**src/rtl/rf_alu_n_pipe.sv**
```systemverilog
// Configurable add/subtract/logic ALU with a LAT-deep valid/ready pipeline.
// Define RF_ALU_OVF_EN to add the pipelined signed-overflow output Ovf.
module rf_alu_n_pipe #(
  parameter int unsigned WIDTH = 8,
  parameter int unsigned LAT   = 3
) (
  input  logic             clk,
  input  logic             rst_n,
  input  logic [WIDTH-1:0] X,
  input  logic [WIDTH-1:0] Y,
  input  logic             Carry_in,
  input  logic             End_bar,
  input  logic             Cmpl_X,
  input  logic             Cmpl_Y,
  input  logic             Op_XOR,
  input  logic             Op_AND,
  input  logic             Op_ARITH,
  input  logic             in_valid,
  output logic             in_ready,
  output logic [WIDTH-1:0] Z,
  output logic             Carry_out,
`ifdef RF_ALU_OVF_EN
  output logic             Ovf,
`endif
  output logic             out_valid,
  input  logic             out_ready
);

  logic [WIDTH-1:0] xc;
  logic [WIDTH-1:0] yc;
  logic [WIDTH-1:0] p;
  logic [WIDTH-1:0] g;
  logic [WIDTH:0]   c;
  logic [WIDTH-1:0] z_d;
  logic             advance;

  // Result is computed before the first stage; the stages only carry it.
  always_comb begin
    xc   = X ^ {WIDTH{Cmpl_X}};
    yc   = Y ^ {WIDTH{Cmpl_Y}};
    p    = xc ^ yc;
    g    = xc & yc;
    c    = '0;
    c[0] = Carry_in & End_bar;
    for (int i = 0; i < int'(WIDTH); i++) begin
      c[i+1] = End_bar & Op_ARITH & (g[i] | (p[i] & c[i]));
    end
    z_d  = ((p & {WIDTH{Op_XOR}}) | (g & {WIDTH{Op_AND}}))
         ^ (c[WIDTH-1:0] & {WIDTH{Op_ARITH}});
  end

  // Whole pipe moves in lockstep; an empty output slot never blocks.
  assign advance  = out_ready | ~out_valid;
  assign in_ready = advance;

  logic [LAT-1:0]   vld_q;
  logic [LAT-1:0]   co_q;
  logic [WIDTH-1:0] z_q [LAT];

  always_ff @(posedge clk or negedge rst_n) begin
    if (!rst_n) begin
      vld_q <= '0;
      co_q  <= '0;
      for (int k = 0; k < int'(LAT); k++) begin
        z_q[k] <= '0;
      end
    end else if (advance) begin
      vld_q[0] <= in_valid;
      co_q[0]  <= c[WIDTH];
      z_q[0]   <= z_d;
      for (int k = 1; k < int'(LAT); k++) begin
        vld_q[k] <= vld_q[k-1];
        co_q[k]  <= co_q[k-1];
        z_q[k]   <= z_q[k-1];
      end
    end
  end

  assign out_valid = vld_q[LAT-1];
  assign Carry_out = co_q[LAT-1];
  assign Z         = z_q[LAT-1];

`ifdef RF_ALU_OVF_EN
  logic             ovf_d;
  logic [LAT-1:0]   ov_q;

  assign ovf_d = Op_ARITH & End_bar & (c[WIDTH] ^ c[WIDTH-1]);

  always_ff @(posedge clk or negedge rst_n) begin
    if (!rst_n) begin
      ov_q <= '0;
    end else if (advance) begin
      ov_q[0] <= ovf_d;
      for (int k = 1; k < int'(LAT); k++) begin
        ov_q[k] <= ov_q[k-1];
      end
    end
  end

  assign Ovf = ov_q[LAT-1];
`endif

endmodule

```
**config.mk**
```make
export PLATFORM = sky130hd
export DESIGN_NAME = rf_alu_n_pipe
export DESIGN_NICKNAME = d
export VERILOG_FILES = /design/src/rtl/rf_alu_n_pipe.sv
export SDC_FILE = /design/constraint.sdc
export NUM_CORES = 1
export LEC_CHECK = 0
export BUFFER_PORTS_ARGS = -buffer_cell sky130_fd_sc_hd__buf_2
export CORE_ASPECT_RATIO = 1.4
export CORE_UTILIZATION = 54
export DETAILED_ROUTE_END_ITERATION = 10
export GPL_TIMING_DRIVEN = 0
export MAX_ROUTING_LAYER = met4
export PLACE_DENSITY_LB_ADDON = 0.3
export SKIP_LAST_GASP = 1
export SYNTH_ARGS = -nofsm -noshare
export SYNTH_HDL_FRONTEND = slang
export SYNTH_SLANG_ARGS = --single-unit
```
**constraint.sdc**
```tcl
create_clock -name clk -period 1.26 [get_ports clk]
set_input_delay 0.189 -clock clk [delete_from_list [all_inputs] [get_ports clk]]
set_output_delay 0.189 -clock clk [all_outputs]
set_load 0.02 [all_outputs]
```
Word level (Yosys, flattened, before mapping)
Cells that the tools add are included.
{ "word_totals": {"ff_bits": 30, "out_inout_bits": 11, "inputBits": 27, "word_cells": 42} }
{ "op_classes": {"n_bitwise": 37} }
{ "op_table": {"columns": ["cell", "n"], "rows": [
  ["$and 8x8->8", 4],
  ["$xor 8x8->8", 4],
  ["$and 1x1->1", 18],
  ["$or 1x1->1", 9],
  ["$or 8x8->8", 1],
  ["$not 1->1", 1]
]} }

Logic depth before layout (Yosys ltp)
Gate-level depths: netlist (run 1).
{ "logic_depth": {"ltp_word": 26, "mapped_depth": 7} }

Worst setup path before layout (run 1)
Ideal clock, no wire load.
{ "synth_path": {"path_kind": "input to register", "start": "in Cmpl_X", "end": "reg z_q[20] in the netlist's numbering", "slack_ps": -718, "n_path_buf": 1, "path_stages": 7, "setup_time_ps": 92, "t_arrival_ps": 1886, "cell_sequence": "clkbuf_1 > xor2_1 > ha_1 > a21o_4 > a221o_1 > and3_1 > o31ai_2"} }
{ "synth_between": {"elab_chain_len": 16, "word_cells_on_any_way": 20, "classes_between": "bitwise: 20"} }
{ "synth_rtl": {"columns": ["item", "line_no", "text"], "rows": [
  ["start, declared", "13", "input logic Cmpl_X,"],
  ["$xor 8x8->8 *", "39", "xc = X ^ {WIDTH{Cmpl_X}};"],
  ["$xor 8x8->8", "41", "p = xc ^ yc;"],
  ["$and 1x1->1", "46", "c[i+1] = End_bar & Op_ARITH & (g[i] | (p[i] & c[i]));"],
  ["$or 1x1->1", "46", null],
  ["$and 1x1->1 (2 in series)", "46", null],
  ["$or 1x1->1", "46", null],
  ["$and 1x1->1 (2 in series)", "46", null],
  ["$or 1x1->1", "46", null],
  ["$and 1x1->1 (2 in series)", "46", null],
  ["$or 1x1->1", "46", null],
  ["$and 1x1->1", "46", null],
  ["$and 8x8->8", "49", "^ (c[WIDTH-1:0] & {WIDTH{Op_ARITH}});"],
  ["$xor 8x8->8 *", "49", null],
  ["end signal, assigned by index", "74", "z_q[k] <= z_q[k-1];"],
  ["end, declared", "58", "logic [WIDTH-1:0] z_q [LAT];"]
]} }
Every way passes the cells marked *; elsewhere a longest branch is shown, timed or not.
A chain may end at the register's enable or synchronous reset.

Worst setup path after layout (run 1)
Ends and elaborated chain as after synthesis.

==> results.md, run 1 <==
* Setup ws final at -0.283 ns
* Final worst-path cycle share at 122%
* Power per cell area at roughly 1800 nW/um2
* H-tree Lvls at 2
* Fillers at 256
* Placed Cells at 278
* Worst r2r src: vld_q[2]
* Post-DP HPWL at 2.55 mm
* Status: finished with violations
* Max Cap Viol at 0
* Pleak at 0.00122 uW
* Failing checks: negative setup slack
* Clock Tree Root: clkbuf_8
* Mean Syn Cell Area at 8.78 um2
* Max-slew violations at 0
* Die height at ~70 um
* Worst-path cell chain: clkbuf_16 > xor2_1 > ha_1 > a21o_4 > a221o_1 > and3_4 > o31ai_2
* Crit path DAT at 1.73 ns
* First-pass GRT wire length at approximately 6.1 mm
* Total track usage at 23.3%
* CP Max Fanout at 6
* Slowest CP cell: ha_1
* Syn nets at between 200 and 250
* Largest net degree at the start of global routing at 31
* # rows at 24
* Slew @ Worst Pin at approximately 0.65 ns
* Final Instance Area at 2350 um2
* Buffer depth of the longest clock path at 2
* Initial antenna violation count at 0
* Max-slew headroom at between 50% and 60%
* GP Congestion at 0.836
* Congestion Overflow GR at 0
* Async set-reset flop share out of synthesis at between 90% and 100%
* Placed cell area at 2070 um2
* Worst hold path type: in -> reg
* Ys flop type: dfrtp_1
* Critical path's largest stage delay at around 0.35 ns
* Worst-path clk slew at 0.06 ns
* Max Fclk at 0.648 GHz
* Final wirelength at approximately 3.7 mm
* Hold WS at roughly 0.12 ns
* Worst VDD drop at 1460 uV
* Seq/Total Area, Yosys at between 40 and 50%
* Post-synthesis cell count at 206
* Hold Violations, Final at 0
* Leading cell types in the layout, fill and taps excluded: 70 x nand2_1, 35 x buf_2, 30 x dfrtp_1
* Worst Path Required at between 1 and 1.5 ns
* Synth unique cells at a little over 40
* CTS buffer count at 5
* Top-Level Pins at 38
* Setup Skew at 0.00263 ns
* RSZ-0062 raised after global routing: yes
* Post-synthesis register bit count at 30
* Fin nets at a little under 300
* Synthesized cell area at 1810 um2
* Worst skew pair latency at 0.28 ns
* Post-route ant nets at 0
* Die width at 50.9 um
* Post-Layout Cell Count at 299
* Routed len/inst at around 12 um
* Post-layout minimum cycle time at ~1.5 ns
* Drt first pass iters at 4
* Layout area overhead at 30.2%
* Critical Path End Type: flip-flop
* DRT iter0 DRCs at 32
* Critical Path Start: Cmpl_X
* Final core area utilization at 74.7%
* Vias/cell at 5.28
* Port bufs at 33
* Final setup viols at 9
* Std-Cell Core Area at about 3200 um2
* Hold Crit Start: in_valid
* TritonCTS Sinks at 30
* Crit Path Class: in -> reg
* Vias at 1579
* Initial Util at 57.3%
* Fraction of layout cells with a size suffix above 1 at ~35%
* Most common cell after layout, fill and taps aside: nand2_1
* Full die area at 3590 um2
* YS warnings at 0
* Vias in the first global route at 1485
* CTS tree: done
* DR DRC count at 0
* Diodes inserted at 0
* Number of synthesized flops with an enable pin at 0
* CP startpoint kind: input port
[synthesized netlist by cell type, types with 2 or more instances]
master    number  share of area (%)
a211oi_1       2               0.83
a21o_1         2               0.83
a21oi_1        6                1.7
a22o_1         2               0.97
a22oi_1        7                2.9
a31oi_1        2               0.69
and2_1         2               0.69
and3_1         3                1.0
buf_1          2               0.42
buf_2          4                1.1
buf_4          8                3.3
clkbuf_1       4               0.83
dfrtp_1       30                 42
ha_1           8                5.5
inv_1          2               0.42
nand2_1       70                 15
nor2_1         6                1.2
nor3_2         2                1.1
o21a_1         2               0.83
o21ai_0        3               0.83
o31ai_1        2               0.83
or2_1          2               0.69
xnor2_1        2               0.97
xor2_1        16                7.8
[kinds of logic (layout without fill, tap and decap cells)]
family                     after synthesis  after routing  synth area share, %
AOI/OAI and AO/OA                       38             38                 15.6
xor gates and xnor gates                18             18                 8.72
adders and majority gates                8              8                 5.54
buffers and inverters                   21             75                 6.71
DFF                                     30             30                 41.5
and+or+nand+nor                         91             91                 21.9
[timing repair]
| item | 4_1_cts | 5_1_grt |
|---|---|---|
| gates resized for setup | 10 | 16 |
| hold endpoints to repair | 30 | 0 |
| hold buffers | 1 | 0 |
| buffers inserted | 4 | 10 |
| pin swaps | 9 | 3 |
| endpoints found under the setup margin | 18 | 28 |
[worst paths after layout]
| kind | endpoint | slack [ns] | cells after the start |
|---|---|---|---|
| setup / recovery | z_q[20] | -0.28 | 7 |
| min in group asynchronous | Z[4] | 0.48 | 2 |
| hold reg to reg | Z[1] | 0.46 | 2 |
| max in group asynchronous | vld_q[0] | 0.36 | 2 |
| hold / removal | vld_q[0] | 0.12 | 3 |
| setup reg to reg | z_q[21] | -0.02 | 7 |
[where the power goes]
part	switching, uW	internal [uW]	leakage [uW]
clock network	325	420	0.0000431
registers	200	1360	0.000369
logic	964	883	0.000805
total	1490	2660	0.00122
[area by class of cell]
class / count / area, um2 / share of cell area, %
multi-input cells: 155 / 1000 / 42.5
flip-flops and latches: 30 / 751 / 31.9
repair buffers: 48 / 290 / 12.3
plain buffers: 19 / 171 / 7.28
clock buffers: 6 / 82.6 / 3.51
well taps: 39 / 48.8 / 2.07
inverters: 2 / 10.0 / 0.425
[registers in the layout, summed over array words and instances, names as in the netlist]
name,cells
Z,8
z_q,16
vld_q,3
co_q,3
[per-stage QoR]
step	total power (uW)	setup WS [ns]	TNS (ns)
3_5_place_dp	3180	-0.601	-4.46
2_1_floorplan	2770	-0.522	-3.08
4_1_cts	4000	-0.271	-1.72
6_report	4150	-0.283	-1.82
3_3_place_gp	3120	-0.591	-4.04
5_1_grt	4460	-0.324	-2.35
[critical path, delay by kind of cell]
family | cells | cell delay [ns]
fa+ha+maj | 1 | 0.35
simple gates | 1 | 0.18
compound gates | 3 | 0.73
buf+inv | 1 | 0.13
xor+xnor | 1 | 0.14
[layer usage]
metal	part of all wire, %	vias up	global-route usage, %
met3	3.7	7	4.79
met4	1.8	0	11.7
met5	0	-	-
li1	-	791	-
met2	54	52	40.6
met1	40	729	23.8
(Power assumes the default switching activity.)
==> run 2: changes to the inputs <==
--- a/config.mk
+++ b/config.mk
@@ -9,7 +9,6 @@
 export CORE_ASPECT_RATIO = 1.4
 export CORE_UTILIZATION = 54
 export DETAILED_ROUTE_END_ITERATION = 10
-export GPL_TIMING_DRIVEN = 0
 export MAX_ROUTING_LAYER = met4
 export PLACE_DENSITY_LB_ADDON = 0.3
 export SKIP_LAST_GASP = 1
==> run 2 against run 1 <==
  * The flow still finishes with violations (negative setup slack)
  * Clock-buffer cell count is 1 higher
  * Die area stayed put
  * Clock skew hardly changed
  * Final area is 0.32% higher
  * First-iteration DRC count is 3.1% higher
  * Maximum frequency is 2.9% lower
  * Critical path type unchanged
  * Largest cell class unchanged
  * Highest routed layer unchanged
==> results.md, run 2 (synthesis results as in run 1) <==
* Fin nets at 296
* CP Max Fanout at 6
* First-pass GRT wire length at around 6.4 mm
* # rows at 24
* Layout area overhead at 30.7%
* Hold Path Sink: vld_q[0]
* Die width at 50.9 um
* Clock Tree Root: clkbuf_8
* Crit path DAT at 1.77 ns
* Worst r2r src: vld_q[2]
* GP Congestion at approximately 0.8
* Max-slew violations at 0
* Fraction of layout cells with a size suffix above 1 at 34.5%
* Max-slew headroom at 75.3%
* Port bufs at 37
* Full die area at about 3600 um2
* Post-DP HPWL at 2.72 mm
* Initial Util at roughly 57%
* Hold Crit Start: in_valid
* Pleak at 0.00121 uW
* Final wirelength at 4.19 mm
* Die height at 70.5 um
* DR DRC count at 0
* Top-Level Pins at 38
* Initial antenna violation count at 0
* Diodes inserted at 0
* Congestion Overflow GR at 0
* Vias in the first global route at 1574
* Vias at 1620
* Max Cap Viol at 0
* Post-layout minimum cycle time at 1.59 ns
* CP startpoint kind: input port
* Hold Path Depth at 3
* CTS tree: done
* Drt first pass iters at 4
* Fin Setup TNS at -1.50 ns
* Hold Violations, Final at 0
* Crit Path Class: in -> reg
* Worst skew pair latency at 0.28 ns
* Leading cell types in the layout, fill and taps excluded: 70 x nand2_1, 32 x buf_2, 30 x dfrtp_1
* Critical Path End Type: flip-flop
* Worst VDD drop at ~1000 uV
* Largest net degree at the start of global routing at 31
* Critical R2R Capture: z_q[21]
* CTS buffer count at 5
* DRT iter0 DRCs at 33
* Max FFs per register at 16
* FF/Latch Area at 751 um2
* Final setup viols at 9
* Routed len/inst at 14.0 um
* Std-Cell Core Area at about 3200 um2
* Cells on worst reg2reg path at 7
* Largest Register: z_q
* Worst hold path type: in -> reg
* Buffer depth of the longest clock path at 2
* Worst-path clk slew at 0.06 ns
* Post-route ant nets at 0
* Post-Place Setup Slack at -0.582 ns
* Most common cell after layout, fill and taps aside: nand2_1
* Slew @ Worst Pin at 0.366 ns
* Final Power at 4040 uW
* TritonCTS Sinks at 30
* Worst Path Required at approximately 1.4 ns
* Vias/cell at 5.40
* Total track usage at 24.9%
* RSZ-0062 raised after global routing: yes
* Setup ws final at -0.329 ns
* Power per cell area at 1710 nW/um2
* Fillers at roughly 270
* Setup Skew at 0.00300 ns
* Multi-input logic area at roughly 1000 um2
* Failing checks: negative setup slack
* Final worst-path cycle share at 126%
* H-tree Lvls at 2
* Status: finished with violations
* Max Fclk at ~0.63 GHz
* FF-to-FF setup slack at -0.03 ns
-- run 2: changes by cell type in the layout (fill, tap and decap cells not counted), sizes merged --
cell / delta
clkbuf: -4
buf: +5
-- run 2: how the worst max path moves through the flow --
stage	cells past startpoint	endpoint	start
6_report	7	z_q[20]	Cmpl_X
5_1_grt	7	z_q[20]	Cmpl_X
4_1_cts	7	z_q[23]	Cmpl_Y
3_5_place_dp	7	z_q[23]	Cmpl_Y
3_3_place_gp	7	z_q[20]	Cmpl_X
2_1_floorplan	7	z_q[20]	Cmpl_Y
-- run 2: stage by stage --
stage	hold slack (ns)	area, um2	util [%]	instances
after floorplan	-0.107	1850	-	206
after CTS	0.115	2250	71.5	296
after detailed placement	0.219	2080	65.9	283
after global routing	0.131	2360	74.9	300
final	0.116	2360	74.9	300
after global placement	0.214	2080	65.9	283
-- run 2: final cells by class --
class                      count  area share (%)
inverter                       2           0.424
clock buffer                   7            3.23
multi-input combinational    155            42.5
timing repair buffer          67            20.0
tap                           39            2.07
sequential                    30            31.8
-- run 2: report_power, final --
part           switching, uW  internal [uW]  total [uW]
combinational            997            774        1770
sequential               200           1360        1560
clock                    332            379         711
-- run 2: routing by layer --
layer / up-vias / global-route usage [%] / share of wire [%]
met1: 730 / 23.2 / 37
met4: 0 / 14.8 / 4.3
met5: - / - / 0
met3: 22 / 3.05 / 4.9
li1: 790 / - / -
met2: 78 / 46.2 / 54
-- run 2: repair_timing --
item,4_1_cts,5_1_grt
pin swaps,9,21
endpoints found under the setup margin,8,12
endpoints found under the hold margin,30,0
hold buffers,1,0
buffers inserted,5,4
resized for setup,15,16
-- run 2: worst max-delay path, cell delays in order --
cell and delay [ns]:
buf_12 0.11, xor2_1 0.16, ha_1 0.32, and3_1 0.21
a221o_1 0.37, and3_4 0.17, o31ai_2 0.24
==> run 3: changes to the inputs <==
--- a/config.mk
+++ b/config.mk
@@ -7,7 +7,7 @@
 export LEC_CHECK = 0
 export BUFFER_PORTS_ARGS = -buffer_cell sky130_fd_sc_hd__buf_2
 export CORE_ASPECT_RATIO = 1.4
-export CORE_UTILIZATION = 54
+export CORE_UTILIZATION = 58
 export DETAILED_ROUTE_END_ITERATION = 10
 export MAX_ROUTING_LAYER = met4
 export PLACE_DENSITY_LB_ADDON = 0.3
==> constraint.sdc (replaced) <==
create_clock -name clk -period 1.9 [get_ports clk]
set_input_delay 0.285 -clock clk [delete_from_list [all_inputs] [get_ports clk]]
set_output_delay 0.285 -clock clk [all_outputs]
set_load 0.02 [all_outputs]
==> run 3 against run 2 <==
  * First-iteration DRC count rose by 12%
  * Register-to-register slack improved by 0.49 ns
  * The flow now finishes without violations
  * Non-clock buffer count fell by 21
  * Via count fell by 9.1%
  * Worst hold slack got worse by 0.089 ns
  * Worst setup slack improved by 0.52 ns
==> results.md, run 3 (synthesis results as in run 1) <==
* Leading cell types in the layout, fill and taps excluded: 70 x nand2_1, 37 x buf_2, 30 x dfrtp_1
* RSZ-0062 raised after global routing: no
* CTS Hold Bufs at 0
* CP startpoint kind: flip-flop
* Fillers at 262
* Clock Tree Root: clkbuf_8
* Hold Violations, Final at 0
* Clock Power Share at 20.4%
* CTS tree: done
* Max FFs per register at 16
* Power per cell area at 1190 nW/um2
* Diodes inserted at 0
* NetSw at between 900 and 1000 uW
* Max Cap Viol at 0
* Hold WS at 0.0265 ns
* Reg power frac at 41.2%
* Status: finished, final reports clean
* Buffer depth of the longest clock path at 2
* Max-slew headroom at approximately 58%
* GP Congestion at 0.878
* DRT iter0 DRCs at 37
* Post-DP HPWL at 2.52 mm
* Worst skew pair latency at 0.27 ns
* Fin nets at 275
* Fraction of layout cells with a size suffix above 1 at 24.9%
* Max Fclk at between 0.5 and 0.6 GHz
* Die height at 68.1 um
* FF/Latch Area at roughly 750 um2
* H-tree Lvls at 2
* Number of setup buffers added after CTS at 0
* First-pass GRT wire length at about 5.7 mm
* Vias in the first global route at approximately 1.4k
* Vias/cell at 5.29
* Multi-input logic area at 936 um2
* Setup Skew at 0.00255 ns
* FF-to-FF setup slack at 0.46 ns
* Post-Layout Cell Count at approximately 280
* Layout area overhead at 15.3%
* Critical Path End Type: output pin
* Drt first pass iters at 5
* Resize count post-CTS at 0
* Switching share of total power at 36.6%
* Final Instance Area at 2080 um2
* Full die area at 3350 um2
* Slew @ Worst Pin at 0.630 ns
* Placed cell area at roughly 2000 um2
* Final worst-path cycle share at between 80 and 90%
* CTS buffer count at 5
* Worst hold path type: in -> async
* Final core area utilization at 71.7%
* Initial Util at between 60% and 70%
* Crit path DAT at roughly 1.4 ns
* Vias at 1472
* Post-layout minimum cycle time at 1.71 ns
* Most common cell after layout, fill and taps aside: nand2_1
* Largest Register: z_q
* # rows at 23
* Routed len/inst at 11.8 um
* Placed Cells at 270
* Worst Path Required at 1.62 ns
* Top-Level Pins at 38
* Std-Cell Core Area at a little under 3000 um2
* Congestion Overflow GR at 0
* Post-route ant nets at 0
* Worst VDD drop at 783 uV
* Die width at 49.2 um
* Total track usage at around a quarter
* Port bufs at 37
* TritonCTS Sinks at 30
* CP Max Fanout at 17
* Final setup viols at 0
* Initial antenna violation count at 0
* Largest net degree at the start of global routing at 31
* Final wirelength at 3.27 mm
* Int Pwr at 1580 uW
* Pleak at 0.00109 uW
* Max-slew violations at 0
* Final Power at 2490 uW
* DR DRC count at 0
* Worst-path clk slew at 0.06 ns
* Crit Path Class: reg -> out
* Power share of the combinational group at 38.4%
-- run 3: cell count changes in the layout (fill, tap and decap cells not counted), sizes merged --
cell,change
dlygate4sd3,-1
clkinv,+1
buf,-20
-- run 3: final timing paths --
path,start,to,cells past startpoint
max,vld_q[2],in_ready,3
min,rst_n,Z[3],1
max reg2reg,vld_q[2],z_q[23],5
min reg2reg,Z[7],Z[7],2
max in group asynchronous,rst_n,Z[7],1
min in group clk,in_valid,vld_q[0],3
-- run 3: power by group through the flow --
stage	Sequential [uW]	Clock [uW]	Combinational [uW]
after floorplan	1040	0	795
after global placement	1020	0	934
final	1030	508	954
after global routing	1050	544	1070
after detailed placement	1040	0	958
after CTS	1030	525	964
-- run 3: layout make-up --
class	instances	share of cell area, %
Multi-Input combinational cell	155	44.9
Timing Repair Buffer	46	12.1
Inverter	2	0.360
Clock inverter	1	0.240
Tap cell	37	2.22
Sequential cell	30	36.0
Clock buffer	7	4.14
-- run 3: layer usage --
metal  track usage (%)  part of all wire [%]
met5                 -                     0
met4              12.1                   1.6
met3              4.00                   3.9
met2              44.9                    55
met1              22.2                    40
-- run 3: critical path: stages, from the launching register on --
cell and delay, ns:
dfrtp_1 0.37, and2b_4 0.23, inv_1 0.31, buf_2 0.24
-- run 3: per-stage QoR --
stage	setup slack, ns	setup TNS, ns
floorplan	0.00404	0
global placement	-0.0550	-0.130
detailed placement	-0.0874	-0.288
CTS	0.159	0
global route	0.0887	0
finish	0.193	0
